`config.mk`:
```
export PLATFORM = sky130hd
export DESIGN_NAME = lcd_bus_arbiter
export DESIGN_NICKNAME = d
export VERILOG_FILES = /design/src/rtl/lcd_pkg.sv /design/src/rtl/lcd_bus_arbiter_timer.sv /design/src/rtl/lcd_bus_arbiter.sv
export SDC_FILE = /design/constraint.sdc
export NUM_CORES = 1
export LEC_CHECK = 0
export BUFFER_PORTS_ARGS = -buffer_cell sky130_fd_sc_hd__buf_2
export CORE_MARGIN = 2
export CORE_UTILIZATION = 62
export DETAILED_ROUTE_END_ITERATION = 8
export HOLD_SLACK_MARGIN = 0.06
export PLACE_DENSITY = 0.91
export SYNTH_ARGS = -nofsm -noshare
export SYNTH_HDL_FRONTEND = slang
export SYNTH_HIERARCHICAL = 1
export SYNTH_SLANG_ARGS = --single-unit
```
`constraint.sdc`:
```
create_clock -name clk -period 6.4 [get_ports clk]
set_input_delay 0 -clock clk [delete_from_list [all_inputs] [get_ports clk]]
set_output_delay 0 -clock clk [all_outputs]
set_load 0.02 [all_outputs]
```
`src/rtl/lcd_pkg.sv`:
```
// Shared types and constants for the character LCD bus arbiter.
package lcd_pkg;

  typedef enum logic [2:0] {
    PWRUP,
    SETUP,
    PULSE,
    WAIT,
    IDLE
  } state_t;

  localparam logic [7:0] CMD_CLEAR      = 8'h01;
  localparam logic [7:0] CMD_HOME       = 8'h02;
  localparam logic [7:0] CMD_ENTRY      = 8'h06;
  localparam logic [7:0] CMD_DISP_ON    = 8'h0C;
  localparam logic [7:0] CMD_FUNC_8B2L  = 8'h38;

  localparam int INIT_LEN = 6;

  // Entry 0 is sent first: 38, 38, 38, 0C, 01, 06.
  localparam logic [INIT_LEN-1:0][7:0] INIT_ROM = {
    CMD_ENTRY, CMD_CLEAR, CMD_DISP_ON,
    CMD_FUNC_8B2L, CMD_FUNC_8B2L, CMD_FUNC_8B2L
  };

  // Clear (0x01) and home (0x02/0x03) are the only slow commands; both have
  // the same all-zero upper six bits as CMD_HOME.
  function automatic logic is_long_cmd(input logic rs, input logic [7:0] d);
    return (!rs) && (d[7:2] == CMD_HOME[7:2]);
  endfunction

endpackage

```
`src/rtl/lcd_bus_arbiter_timer.sv`:
```
// Loadable down-counter shared by every delay of the LCD bus sequencer.
// A state that loads N stays active for exactly N cycles: done is raised
// while the count is 1, so the owning FSM leaves on the following edge.
module lcd_timer #(
  parameter int W       = 20,
  parameter int RST_VAL = 1
) (
  input  logic         clk,
  input  logic         rst_n,
  input  logic         load,
  input  logic [W-1:0] value,
  output logic         done
);

  logic [W-1:0] cnt;

  // Count down to zero; reset preloads the power-up delay.
  always_ff @(posedge clk or negedge rst_n) begin
    if (!rst_n) begin
      cnt <= W'(RST_VAL);
    end else if (load) begin
      cnt <= value;
    end else if (cnt != '0) begin
      cnt <= cnt - W'(1);
    end
  end

  assign done = (cnt == W'(1));

endmodule

```
`src/rtl/lcd_bus_arbiter.sv`:
```
// HD44780-style LCD bus owner: power-up init, two-client round-robin
// arbitration with burst locking, E-strobe timing and command wait.
module lcd_bus_arbiter
  import lcd_pkg::*;
#(
  parameter int SETUP_CYC      = 2,
  parameter int E_HIGH_CYC     = 25,
  parameter int SHORT_WAIT_CYC = 2000,
  parameter int LONG_WAIT_CYC  = 82000,
  parameter int POWERUP_CYC    = 750000
) (
  input  logic        clk,
  input  logic        rst_n,
  input  logic [1:0]  req,
  input  logic [1:0]  rs_in,
  input  logic [15:0] data_in,
  input  logic [1:0]  last,
  output logic [1:0]  ack,
  output logic [1:0]  grant,
  output logic        busy,
  output logic        init_done,
  output logic [7:0]  lcd_data,
  output logic        lcd_rs,
  output logic        lcd_rw,
  output logic        lcd_e
);

  localparam int TW = $clog2(POWERUP_CYC + 1);

  localparam logic [TW-1:0] T_SETUP = TW'(SETUP_CYC);
  localparam logic [TW-1:0] T_EHIGH = TW'(E_HIGH_CYC);
  localparam logic [TW-1:0] T_SHORT = TW'(SHORT_WAIT_CYC);
  localparam logic [TW-1:0] T_LONG  = TW'(LONG_WAIT_CYC);

  state_t        state;
  logic [2:0]    init_idx;
  logic [2:0]    idx_nxt;
  logic          cur;      // index of the client holding the grant
  logic          ptr;      // round-robin preference when both request
  logic          last_q;   // last flag latched with the byte in flight

  logic          arb;
  logic          csel;
  logic          c_rs;
  logic          c_last;
  logic [7:0]    c_data;

  logic          tmr_load;
  logic          tmr_done;
  logic [TW-1:0] tmr_val;

  assign idx_nxt = init_idx + 3'd1;

  // Pick the client to latch from: arbitration result in IDLE, owner otherwise.
  always_comb begin
    arb    = (req == 2'b11) ? ptr : req[1];
    csel   = (state == IDLE) ? arb : cur;
    c_rs   = rs_in[csel];
    c_last = last[csel];
    c_data = csel ? data_in[15:8] : data_in[7:0];
  end

  // Reload the timer with the length of whichever state is entered next.
  always_comb begin
    tmr_load = 1'b0;
    tmr_val  = T_SETUP;
    unique case (state)
      IDLE:  tmr_load = |req;
      SETUP: begin
        tmr_load = tmr_done;
        tmr_val  = T_EHIGH;
      end
      PULSE: begin
        tmr_load = tmr_done;
        tmr_val  = is_long_cmd(lcd_rs, lcd_data) ? T_LONG : T_SHORT;
      end
      default: tmr_load = tmr_done;
    endcase
  end

  lcd_timer #(
    .W       (TW),
    .RST_VAL (POWERUP_CYC)
  ) u_timer (
    .clk   (clk),
    .rst_n (rst_n),
    .load  (tmr_load),
    .value (tmr_val),
    .done  (tmr_done)
  );

  // Bus sequencer: init ROM playback, then grant/latch/strobe/wait per byte.
  always_ff @(posedge clk or negedge rst_n) begin
    if (!rst_n) begin
      state     <= PWRUP;
      lcd_e     <= 1'b0;
      lcd_rs    <= 1'b0;
      lcd_data  <= 8'h00;
      grant     <= 2'b00;
      ack       <= 2'b00;
      init_done <= 1'b0;
      ptr       <= 1'b0;
      cur       <= 1'b0;
      last_q    <= 1'b0;
      init_idx  <= 3'd0;
    end else begin
      ack <= 2'b00;
      unique case (state)
        PWRUP: begin
          if (tmr_done) begin
            state    <= SETUP;
            lcd_rs   <= 1'b0;
            lcd_data <= INIT_ROM[0];
            init_idx <= 3'd0;
          end
        end
        SETUP: begin
          if (tmr_done) begin
            state <= PULSE;
            lcd_e <= 1'b1;
          end
        end
        PULSE: begin
          if (tmr_done) begin
            state <= WAIT;
            lcd_e <= 1'b0;
          end
        end
        WAIT: begin
          if (tmr_done) begin
            if (!init_done) begin
              if (init_idx == 3'(INIT_LEN - 1)) begin
                init_done <= 1'b1;
                state     <= IDLE;
              end else begin
                init_idx <= idx_nxt;
                lcd_data <= INIT_ROM[idx_nxt];
                state    <= SETUP;
              end
            end else if (!last_q && req[cur]) begin
              // Burst continues straight into the next byte, no IDLE cycle.
              ack      <= cur ? 2'b10 : 2'b01;
              lcd_rs   <= c_rs;
              lcd_data <= c_data;
              last_q   <= c_last;
              state    <= SETUP;
            end else begin
              grant <= 2'b00;
              ptr   <= ~cur;
              state <= IDLE;
            end
          end
        end
        IDLE: begin
          if (|req) begin
            cur      <= arb;
            grant    <= arb ? 2'b10 : 2'b01;
            ack      <= arb ? 2'b10 : 2'b01;
            lcd_rs   <= c_rs;
            lcd_data <= c_data;
            last_q   <= c_last;
            state    <= SETUP;
          end
        end
        default: state <= PWRUP;
      endcase
    end
  end

  assign busy   = (state != IDLE);
  assign lcd_rw = 1'b0;

endmodule

```
Word level (Yosys, flattened, before mapping)
Memory sizes are Yosys's and may differ from the RTL's. Cells that the tools add are included.

Word-level logic and storage cells: 126. Register bits: 44. Output and inout port bits: 17. Memories kept: 1. Input port bits: 24. ROM bits: 64.

Memories: (no name shown) (depth 8, bits a word 8, rd ports 1, clocked after Yosys merged registers in 0, write ports 0, line lcd_bus_arbiter.sv:137) `lcd_data <= INIT_ROM[idx_nxt];`.

Bitwise operators: 2. Add/sub/neg operators: 2. Eq/ne operators: 20. $lt $le $gt $ge: 3. Multiplexer cells: 63. Reduce and logical (&&, ||, !) cells: 23.

Operator list (number): $mux W8 (8); $mux W20 (2); $mux W3 (12); $pmux W17 S2 (1); $pmux W8 S3 (1); $mux W1 (21); $eq A20 B1 Y1 const B (1); $mux W2 (10); $reduce_and A5 Y1 (4); $reduce_bool A20 Y1 (1); $sub A20 B1 Y20 const B (1); $ne A2 B2 Y1 const B (9); $mux W17 (1); $pmux W3 S5 (1); $reduce_and A6 Y1 (2); $ne A3 B3 Y1 const B (3); $pmux W2 S2 (2); $reduce_bool A2 Y1 (4); $eq A3 B2 Y1 const B (2); $eq A3 B3 Y1 const B (2); $logic_not A6 Y1 (1); $pmux W3 S2 (1); $lt A1 B2 Y1 const B (2); $lt A3 B4 Y1 const B (1); 15 further kinds (20).

Logic depth before layout (Yosys ltp)
Depth after elaboration: 9. Depth in mapped cells: 13.

Cells and area by module
Netlist, hierarchy kept.

Modules (own cells, without submodules): lcd_bus_arbiter (area an instance 1487.7 µm², times used 1, cells an instance 152); lcd_timer (area an instance 1297.5 µm², times used 1, cells an instance 151).

Worst setup path before layout
OpenSTA, ideal clock, no wires.

Kind: reg-to-reg. From: reg u_timer.cnt[11]. To: reg u_timer.cnt[0]. Path buffers: 6. Arrival time: 3.171 ns. Slack: 3.134 ns. Stages on the path, launching flop included: 14. Setup time: 0.095 ns. Cell sequence: dfrtp_1 -> or4_4 -> or4_4 -> buf_6 -> clkbuf_1 -> nor2_1 -> buf_2 -> inv_1 -> a21boi_0 -> clkbuf_1 -> clkbuf_1 -> clkbuf_1 -> nand2_1 -> o31ai_1.

Longest elaborated chain between the ends: 3. Elaborated cells between the ends (all ways): 5.

RTL lines: start: declaration (line lcd_bus_arbiter_timer.sv:15) `logic [W-1:0] cnt;`; start signal: assignment (line lcd_bus_arbiter_timer.sv:20) `cnt <= W'(RST_VAL);`; start signal: assignment (line lcd_bus_arbiter_timer.sv:22) `cnt <= value;`; start signal: assignment (line lcd_bus_arbiter_timer.sv:24) `cnt <= cnt - W'(1);`; $eq A20 B1 Y1 (*) (line lcd_bus_arbiter_timer.sv:28) `assign done = (cnt == W'(1));`; named net tmr_done (line lcd_bus_arbiter.sv:49) `logic tmr_done;`; $mux W1 (*) (line lcd_bus_arbiter.sv:67) `unique case (state)`; named net tmr_load (line lcd_bus_arbiter.sv:48) `logic tmr_load;`; $mux W20 or $reduce_bool A2 Y1 (tied branches).

Mark *: on every way through the listed nets, which the timed path passes. The rest lies on a longest branch. A chain may end at the register's enable or synchronous reset.

Worst setup path in the final report
From: reg u_timer.cnt[11]. To: reg lcd_rs.

Longest elaborated chain between the ends: 3. Elaborated cells between the ends (all ways): 4.

RTL lines: $eq A20 B1 Y1 (*) (line lcd_bus_arbiter_timer.sv:28); named net tmr_done (line lcd_bus_arbiter.sv:49); $ne A2 B2 Y1 (no line); $reduce_and A6 Y1 (no line) (*); end signal: assignment (line lcd_bus_arbiter.sv:143) `lcd_rs <= c_rs;`; end signal: assignment (line lcd_bus_arbiter.sv:159) `lcd_rs <= c_rs;`; end: declaration (line lcd_bus_arbiter.sv:23) `output logic lcd_rs,`.

Marked as above.

==> results.ini <==
[routing]
drt-vias-per-instance=6.19
ant_nets=0
drt_first_pass_iters=5
wirelength_microns=6640
avgRoutedWirePerCell_microns=16.0
vias=2562
drt-initial-drc-count=274
route.detailed.drc=0

[logic_synthesis]
muxShareOfSynthArea_pct=3.95
synth_top_family_by_area=simple AND/OR/NAND/NOR gates
synth-warning-count=6
synthArstFlopShare_pct=100
yosys.area_share.xor_xnor_pct=3.14
synth_common_cells=34 x dfrtp_1, 32 x nand2_1, 26 x nor2_1, 18 x o21ai_0, 16 x inv_1
synth_compound_area_share_pct=20.0
ys_ff_latch=44
syn-mean-instance-area_sq_um=9.19
synth-edff-count=0
ys_seq_area_share_pct=40.0
synthDistinctLibCells=69
synthTopCellsByArea=dfrtp_1 31%, dfstp_2 9.4%, nand2_1 4.3%
synth_top_area_cell=dfrtp_1
syn_area_sq_um=2790
synth.most_common_cell=dfrtp_1
synth_top_area_share_pct=30.5
syn-instance-count=303
synthSimpleGateAreaFrac_pct=23.5
synthAdderAreaFrac_pct=3.14
synthFlopType=dfrtp_1

[cells_and_area]
seq_area_sq_um=1110
drive_above_1_share_pct=21.3
diodes=0
syn2layout_area_growth_pct=16.8
multiInputGateArea_sq_um=1540
fin_util_pct=74.7
layout.nets=392
n_fill_cell=287
fin_cells=414

[worst_hold_path]
min-delay-path-class=in -> reg
min_path_cells=3
whs_endpoint=lcd_data[2]
worstHoldStart=data_in[10]

[power_and_ir_drop]
p_clk_share_pct=28.1
p_int_w=0.000482
leakagePower_nw=1.42
swShare_pct=30.1
seqPwrFrac_pct=54.6
p_per_area_nw_per_um2=212
switchingPower_w=0.000208
ir_drop_uv=156
power_frac_comb_pct=17.4

[timing]
rsz0062_at_grt=false
hold_viol=0
skew_ps=10.7
maxSlewViolCount=0
max_slew_margin_pct=23.9
period_share_pct=61.9
fin_tns_setup_ps=0
min_period_ps=3960
tightest_slew_ps=1130
fmax_mhz=253
finalSetupViolations=0

[clock_network]
cts_tree=yes
cts.sinks=44
htree_levels=2
cts_resized=0
cts-buffers-inserted=5
postCtsSetupBuffers=0
clk_pin_slew_worst_paths_ps=80
cts_hold_buf=17
ctsRootBufferMaster=clkbuf_8
cts.path.max_buffers=2
clk-insertion-delay-late_ps=300

[critical_path]
critPathMaxFanout=16
cp-end-kind=flip-flop
worst-r2r-setup-slack_ps=2440
cp-start-kind=flip-flop
worstPathArrival_ps=4190
worstPathRequired_ps=6630
r2r-end=lcd_rs
r2r_start=u_timer/cnt[11]
crit_type=reg -> reg
timing.reg2reg.worst_path_depth=8

[global_routing]
grt_max_degree=45
grt_overflow=0
track_usage_pct=27.7
antenna_found_initial=0
grt_pass1_vias=2449
grt_pass1_wl_microns=11200

[place]
io_buffers=39
place_congestion=0.875
placedCellCount=389
dpl.hpwl_microns=4470

[floorplan]
core_sq_um=4350
row_count=24
dieHeight_microns=71.0
die_area_sq_um=5040
dieWidth_microns=71.0
io_pins=41
start_util_pct=64.0

[outcome]
status=finished clean

[run]
maxCapViolCount=0

## worst max-delay path: stages, from the launching register on
cell and delay (ps):
dfrtp_1 440, or4_4 560, or4_4 640, nor2_1 510
nand4b_1 300, nor3_1 460, nor2_1 150, o31ai_2 250
dlygate4sd3_1 590
## area by class of cell
type / count / area share (%)
timing repair buffer: 57 / 11.5
multi-input combinational: 236 / 47.3
inverter: 17 / 1.96
tap: 52 / 2.00
clock buffer: 8 / 3.08
sequential: 44 / 34.2
## state kept, by name, indices dropped and copies added, names as in the netlist
register     cells
lcd_data         8
init_idx         3
lcd_rs           1
grant            2
state            3
u_timer/cnt     20
init_done        1
ptr              1
last_q           1
lcd_e            1
ack              2
cur              1
## power groups by stage
stage	logic (W)	clock network, W	registers [W]
finish	0.000120	0.000194	0.000377
global route	0.000134	0.000207	0.000381
CTS	0.000118	0.000195	0.000374
detailed placement	0.000110	0	0.000379
global placement	0.000105	0	0.000372
floorplan	0.0000787	0	0.000368
## layer usage
layer / GRT usage [%] / vias to the layer above / wire, microns
met5: 0 / - / 0
met4: 9.01 / 0 / 109
met3: 4.84 / 11 / 427
met2: 45.6 / 131 / 3190
met1: 37.5 / 1206 / 2910
li1: - / 1214 / -
## logic make-up (layout without fill, tap and decap cells)
group	count (synthesis)	count (layout)
multiplexers	11	11
XOR/XNOR	10	10
other	1	10
adder cells (fa/ha/maj)	7	7
AND/OR/NAND/NOR	121	121
AO/OA/AOI/OAI	77	77
buffers and inverters	32	82
flip-flops	44	44
## cell usage in the layout (no fill, tap or decap), types with 4 or more instances in the layout
master,netlist,layout
dlygate4sd3_1,0,17
nor4_1,6,6
dfstp_2,10,10
inv_1,16,16
mux2i_1,11,11
dfrtp_1,34,34
o21ai_0,18,18
buf_2,1,39
nor2_1,26,26
o21ai_1,5,5
ha_1,7,7
o31ai_1,10,10
nand3_1,9,9
xnor2_1,6,6
clkbuf_8,0,7
conb_1,1,10
a21oi_1,5,5
nand4_1,4,4
xor2_1,4,4
nor3_1,11,11
nand2_1,32,32
or4_1,4,4
## metrics by stage
| stage | cell area (sq um) | worst slack, ps | power, W | hold WS, ps |
|---|---|---|---|---|
| after detailed placement | 2980 | 2880 | 0.000490 | 212 |
| after floorplan | 2820 | 3130 | 0.000446 | -296 |
| after global placement | 2980 | 3010 | 0.000477 | 199 |
| after global routing | 3250 | 2210 | 0.000722 | 87.5 |
| final | 3250 | 2440 | 0.000690 | 55.1 |
| after CTS | 3250 | 2560 | 0.000687 | 60.4 |
## how the worst max path moves through the flow
| stage | startpoint | to |
|---|---|---|
| 4_1_cts | u_timer/cnt[11] | lcd_rs |
| 3_3_place_gp | u_timer/cnt[11] | u_timer/cnt[16] |
| 5_1_grt | u_timer/cnt[11] | lcd_rs |
| 6_report | u_timer/cnt[11] | lcd_rs |
| 2_1_floorplan | u_timer/cnt[11] | u_timer/cnt[0] |
| 3_5_place_dp | u_timer/cnt[11] | u_timer/cnt[16] |
Note: power is estimated with default switching activity, not from simulation.
